[src/rtl/override_pkg.sv]
// Shared types and constants for the override register bank.
// Channel FSM encoding and release-mode values.
package override_pkg;

  typedef enum logic {
    ST_IDLE = 1'b0,
    ST_OVR  = 1'b1
  } state_e;

  localparam logic REL_RETAIN  = 1'b0;
  localparam logic REL_RESTORE = 1'b1;

endpackage

[src/rtl/override_chan.sv]
// One channel of the override register bank: value register, override window
// counter, pre-override shadow and the IDLE/OVR control FSM.
module override_chan
  import override_pkg::*;
#(
  parameter int               WIDTH     = 4,
  parameter int               CNT_W     = 8,
  parameter logic [WIDTH-1:0] RESET_VAL = '0
) (
  input  logic             clk,
  input  logic             rst_n,
  input  logic             wr_en,
  input  logic [WIDTH-1:0] wr_data,
  input  logic             ovr_start,
  input  logic             ovr_stop,
  input  logic [CNT_W-1:0] ovr_len,
  input  logic             rel_mode,
  input  logic [WIDTH-1:0] ovr_src,
  output logic [WIDTH-1:0] q,
  output logic             ovr_done,
  output logic             wr_drop,
  output state_e           state_o
);

  // All control inputs are single-cycle strobes sampled on the rising edge;
  // there is no backpressure, every strobe is either acted on or reported
  // (wr_drop) in the same edge.
  state_e           state_q, state_d;
  logic [CNT_W-1:0] cnt_q, cnt_d;
  logic [WIDTH-1:0] shadow_q, shadow_d;
  logic [WIDTH-1:0] q_q, q_d;
  logic             rel_q, rel_d;
  logic             done_q, done_d;
  logic             drop_q, drop_d;
  logic             expire;

  always_comb begin
    state_d  = state_q;
    cnt_d    = cnt_q;
    shadow_d = shadow_q;
    q_d      = q_q;
    rel_d    = rel_q;
    done_d   = 1'b0;
    drop_d   = 1'b0;
    // cnt stays 0 for an indefinite window, so it never expires by itself
    expire   = (cnt_q == CNT_W'(1));

    case (state_q)
      ST_IDLE: begin
        if (wr_en) begin
          q_d = wr_data;
        end
        if (ovr_start) begin
          state_d  = ST_OVR;
          cnt_d    = ovr_len;
          rel_d    = rel_mode;
          shadow_d = wr_en ? wr_data : q_q;
          q_d      = ovr_src;
        end
      end
      ST_OVR: begin
        drop_d = wr_en;
        // A restart keeps the window open even on its final cycle
        if (ovr_stop || (expire && !ovr_start)) begin
          state_d = ST_IDLE;
          done_d  = 1'b1;
          cnt_d   = '0;
          if (rel_q == REL_RESTORE) begin
            q_d = shadow_q;
          end
        end else begin
          q_d = ovr_src;
          if (ovr_start) begin
            cnt_d = ovr_len;
            rel_d = rel_mode;
          end else if (cnt_q != '0) begin
            cnt_d = cnt_q - CNT_W'(1);
          end
        end
      end
      default: begin
        state_d = ST_IDLE;
      end
    endcase
  end

  always_ff @(posedge clk or negedge rst_n) begin
    if (!rst_n) begin
      state_q  <= ST_IDLE;
      cnt_q    <= '0;
      shadow_q <= '0;
      q_q      <= RESET_VAL;
      rel_q    <= REL_RETAIN;
      done_q   <= 1'b0;
      drop_q   <= 1'b0;
    end else begin
      state_q  <= state_d;
      cnt_q    <= cnt_d;
      shadow_q <= shadow_d;
      q_q      <= q_d;
      rel_q    <= rel_d;
      done_q   <= done_d;
      drop_q   <= drop_d;
    end
  end

  assign q        = q_q;
  assign ovr_done = done_q;
  assign wr_drop  = drop_q;
  assign state_o  = state_q;

endmodule

[src/rtl/override_reg_bank.sv]
// Multi-channel register bank with timed override windows; each channel is an
// independent override_chan, this level only slices the packed buses.
module override_reg_bank
  import override_pkg::*;
#(
  parameter int               WIDTH     = 4,
  parameter int               CHANNELS  = 4,
  parameter int               CNT_W     = 8,
  parameter logic [WIDTH-1:0] RESET_VAL = '0
) (
  input  logic                      clk,
  input  logic                      rst_n,
  input  logic [CHANNELS-1:0]       wr_en,
  input  logic [CHANNELS*WIDTH-1:0] wr_data,
  input  logic [CHANNELS-1:0]       ovr_start,
  input  logic [CHANNELS-1:0]       ovr_stop,
  input  logic [CHANNELS*CNT_W-1:0] ovr_len,
  input  logic [CHANNELS-1:0]       rel_mode,
  input  logic [CHANNELS*WIDTH-1:0] ovr_src,
  output logic [CHANNELS*WIDTH-1:0] q,
  output logic [CHANNELS-1:0]       ovr_active,
  output logic [CHANNELS-1:0]       ovr_done,
  output logic [CHANNELS-1:0]       wr_drop
);

  for (genvar i = 0; i < CHANNELS; i++) begin : g_chan
    state_e chan_state;

    override_chan #(
      .WIDTH    (WIDTH),
      .CNT_W    (CNT_W),
      .RESET_VAL(RESET_VAL)
    ) u_chan (
      .clk      (clk),
      .rst_n    (rst_n),
      .wr_en    (wr_en[i]),
      .wr_data  (wr_data[i*WIDTH +: WIDTH]),
      .ovr_start(ovr_start[i]),
      .ovr_stop (ovr_stop[i]),
      .ovr_len  (ovr_len[i*CNT_W +: CNT_W]),
      .rel_mode (rel_mode[i]),
      .ovr_src  (ovr_src[i*WIDTH +: WIDTH]),
      .q        (q[i*WIDTH +: WIDTH]),
      .ovr_done (ovr_done[i]),
      .wr_drop  (wr_drop[i]),
      .state_o  (chan_state)
    );

    assign ovr_active[i] = (chan_state == ST_OVR);
  end

endmodule
[config.mk]
export PLATFORM = sky130hd
export DESIGN_NAME = override_reg_bank
export DESIGN_NICKNAME = d
export VERILOG_FILES = /design/src/rtl/override_pkg.sv /design/src/rtl/override_chan.sv /design/src/rtl/override_reg_bank.sv
export SDC_FILE = /design/constraint.sdc
export NUM_CORES = 1
export LEC_CHECK = 0
export ABC_AREA = 1
export BUFFER_PORTS_ARGS = -buffer_cell sky130_fd_sc_hd__buf_2
export CORE_ASPECT_RATIO = 1.1
export CORE_MARGIN = 5
export CORE_UTILIZATION = 24
export DETAILED_ROUTE_END_ITERATION = 6
export GPL_TIMING_DRIVEN = 0
export RECOVER_POWER = 100
export SYNTH_ARGS = -nofsm -noshare
export SYNTH_HDL_FRONTEND = slang
export SYNTH_SLANG_ARGS = --single-unit
[constraint.sdc]
create_clock -name clk -period 2.3 [get_ports clk]
set_clock_uncertainty 0.1 [all_clocks]
set_input_delay 0.23 -clock clk [delete_from_list [all_inputs] [get_ports clk]]
set_output_delay 0.23 -clock clk [all_outputs]
set_load 0.05 [all_outputs]
==> out/results.txt <==
Buffers placed on the I/O ports in this run total 105. For the synthesized area, the log shows 0.00569 mm². The number of vias per cell came out at 4.34.

TritonCTS built the clock tree. The routed design could run at a clock period as short as 2.02 ns. The run gives 0.117 as the aggregate global-route resource usage.

The critical path is of the flip-flop to flip-flop type. The number of global-route vias before repair is 5166, and the post-detailed-route count of antenna-violating nets is 0. For this block, the initial DRC count from the detailed router was 259. The maximum number of pins on one net before global-route repair is 46, and the number of cells on the critical path is 12. The tools report the final core utilization as 0.289.

The wire length per cell after detailed routing was 12.6 µm. The logs give 12.1 mm for the post-DP HPWL and 2.48 ns for the required time reported for the critical path endpoint. The worst setup slack for register-to-register paths came out at 0.28 ns. The fraction of layout instances using a drive strength above 1 was 0.204. Number of nets produced by synthesis: 906.

For this run, design rule violations remaining after detail routing come to 0. The worst register-to-register path has a depth of 12. The cell area power density is 847 mW/mm². The tightest min-delay check is of the input port to flip-flop type. 110 I/O pins were placed. Based on the critical path, the design can be clocked at up to 0.496 GHz.

Maximum net fanout on the critical path: 9. The run gives 15.6 mm as the overall routed net length. The antenna diode count was 0; the number of antenna violations at the first check in global routing was 0.

The count of fill cells added during filler insertion came out at 2611. The detailed router placed 5383 vias in this run. The tool flagged a number of max-cap violations equal to 0. The cell row count is 59. The logs give 80 for the total number of clock tree sinks and 0.352 for the register area share after synthesis.

The starting density of the core is 0.242. The netlist uses 41 different library cells. Broken down by cell family, the worst path's largest delay share belongs to simple AND/OR/NAND/NOR gates. After routing the design area is 0.00681 mm². For the number of nets at the end of the flow, the log shows 1025. The die is 171 µm tall.

Counting the buffers created by CTS gives 9. The pre-antenna-repair detailed-routing pass consisted of 5 iterations. The number of instances on the worst hold path was 3; the number of warnings printed during yosys synthesis was 0. At the worst endpoint, the arrival time is 2.20 ns. Highest cell delay on the worst timing path: 0.40 ns.

Ranked by total cell area, the synthesized netlist is headed by dfrtp_1, nand2_1, inv_1. For the buffer levels on the longest clock path, the log shows 2. After global routing the overflow that remains totals 0. The slew at the pin closest to its max-slew limit is 1.23 ns.

The run finished with clean final reports. The CTS root buffer was clkbuf_16. The final count of negative-setup-slack endpoints was 0; the ratio of final minimum period to clock period was 0.876.

For the wire length of the first global-routing pass, the log shows 25.4 mm. The worst slew slack as a fraction of its limit came out at 0.183. The most used flip-flop cell after synthesis is dfrtp_1. For this design, the slowest cell found on the critical path is dfrtp_1. The static leakage came out at 3.54 nW.

The critical path buffer and inverter count came out at 3. After floorplanning, the core was sized to cover 0.0235 mm². The total of flip-flops plus latches after synthesis is 80. The cell taking the most area after synthesis was dfrtp_1. Number of gates given a new drive strength after cts: 0. X dimension of the die: 157 µm. The signal on the critical path passes through inv_1 > ha_1 > inv_1 > nor2_1 > nand4_1 > nand2_1 > nand2_4 > nand2_2 > nand2_4 > clkinv_4 > nand2_1 > nand2_1. For the insertion delay to the later sink of the worst-skew pair, the log shows 0.34 ns.

The most common cell in the synthesized netlist is nand2_1. The run gives 0.0269 mm² as the area of the die. The category of the worst setup path capture point was a flip-flop.

The share of synthesized flip-flops with an asynchronous set or reset is 1.00. The area fraction of the dominant cell type after synthesis is 0.352. Setup repair after global routing left no endpoint under its margin. The cell repeated most along the worst path is nand2_1.

The worst setup path is launched from a flip-flop. The max-slew violation count is 0, and the final RePlAce weighted congestion is 0.859. After technology mapping, the gate count stands at 812. The average size of a mapped cell came out at 7.01 µm².

The final sum of negative setup slack was 0 ns. Maximum VDD drop: 0.348 mV. The H-tree was split into 3 levels. The run gives 0.00662 mm² as the placed instance area.

From synthesis to final layout, the design area changed by 19.6%. Clock-pin slew was measured on the worst setup and hold paths at 0.07 ns. The tools report the tightest hold margin as 0.0138 ns. After synthesis, the most frequently instantiated cells are nand2_1, inv_1, dfrtp_1. In this run, synthesis inferred 0 flip-flops with an integrated enable. The final count of hold timing violations was 0; the overall power of the completed layout was 5.77 mW.
path summary, 6_finish.rpt:
path | to | start
min in group asynchronous | g_chan[1].u_chan.cnt_q[0]$_DFFE_PN0P_ | rst_n
max in group asynchronous | g_chan[0].u_chan.shadow_q[0]$_DFFE_PN0P_ | rst_n
max | g_chan[1].u_chan.cnt_q[2]$_DFFE_PN0P_ | g_chan[1].u_chan.cnt_q[1]$_DFFE_PN0P_
min | g_chan[1].u_chan.rel_q$_DFFE_PN0P_ | rel_mode[1]
max reg2reg | g_chan[1].u_chan.cnt_q[2]$_DFFE_PN0P_ | g_chan[1].u_chan.cnt_q[1]$_DFFE_PN0P_
min reg2reg | g_chan[0].u_chan.rel_q$_DFFE_PN0P_ | g_chan[0].u_chan.rel_q$_DFFE_PN0P_
worst reg2reg max path: stages, from the launching register on:
cell      delay, ns
dfrtp_1        0.40
inv_1          0.12
ha_1           0.16
inv_1          0.04
nor2_1         0.08
nand4_1        0.20
nand2_1        0.31
nand2_4        0.10
nand2_2        0.12
nand2_4        0.10
clkinv_4       0.08
nand2_1        0.06
nand2_1        0.07
cells in the final DEF (no fill, tap or decap), drive strengths merged:
cell type    instances
clkinv               9
a21boi               1
clkinvlp             3
nand2              289
mux2                14
o21bai               1
bufinv               1
nand3               72
ha                  12
o22ai                2
dfrtp               80
or2                 17
dlygate4sd3          2
nor4                 1
nor3b                1
nor3                 1
nand4               18
o211ai               6
inv                101
nor2                74
clkbuf              51
buf                 95
xnor2                1
nand3b               1
a21oi               11
o21ai               72
state kept, by name (all words and copies together) (netlist names):
register,count
g_chan.u_chan.cnt_q,32
g_chan.u_chan.q,16
g_chan.u_chan.ovr_done,4
g_chan.u_chan.rel_q,4
g_chan.u_chan.shadow_q,16
g_chan.u_chan.state_o,4
g_chan.u_chan.wr_drop,4
per-stage QoR:
step / worst slack (ns) / instances
floorplan: 0.712 / 812
global placement: 0.0393 / 1222
detailed placement: 0.421 / 1223
CTS: 0.414 / 1241
global route: 0.159 / 1241
finish: 0.284 / 1241
cell type report:
type | count | area (µm²) | share of cell area
buffer | 31 | 178 | 0.0261
clock buffer | 9 | 225 | 0.0331
clock inverter | 7 | 72.6 | 0.0107
inverter | 107 | 425 | 0.0625
multi-input combinational | 594 | 2990 | 0.439
sequential | 80 | 2000 | 0.294
tap | 305 | 382 | 0.0561
timing repair buffer | 108 | 531 | 0.0780
layer usage:
metal,GRT usage,vias to the layer above,share of wire
li1,-,2798,-
met1,0.152,2434,0.46
met2,0.197,134,0.47
met3,0.0211,17,0.050
met4,0.0385,0,0.016
met5,0,-,0
cells by family (layout without fill, tap and decap cells):
logic type / Yosys count / in the layout / share of synthesized area
and+or+nand+nor: 474 / 474 / 0.395
buffers and inverters: 138 / 262 / 0.108
AOI/OAI and AO/OA: 93 / 93 / 0.0897
DFF: 80 / 80 / 0.352
muxes: 14 / 14 / 0.0277
adders and majority gates: 12 / 12 / 0.0264
xor gates and xnor gates: 1 / 1 / 0.00154
where the power goes:
group          internal [mW]  switching [mW]  total, mW
Clock                  0.841           0.630       1.47
Sequential              1.75           0.302       2.05
Combinational          0.725            1.52       2.24
what timing repair did:
action                                 4_1_cts  5_1_grt
hold buffers                                 2        0
buffers inserted                             0        0
endpoints found under the hold margin       45        0
(Power assumes the default switching activity.)
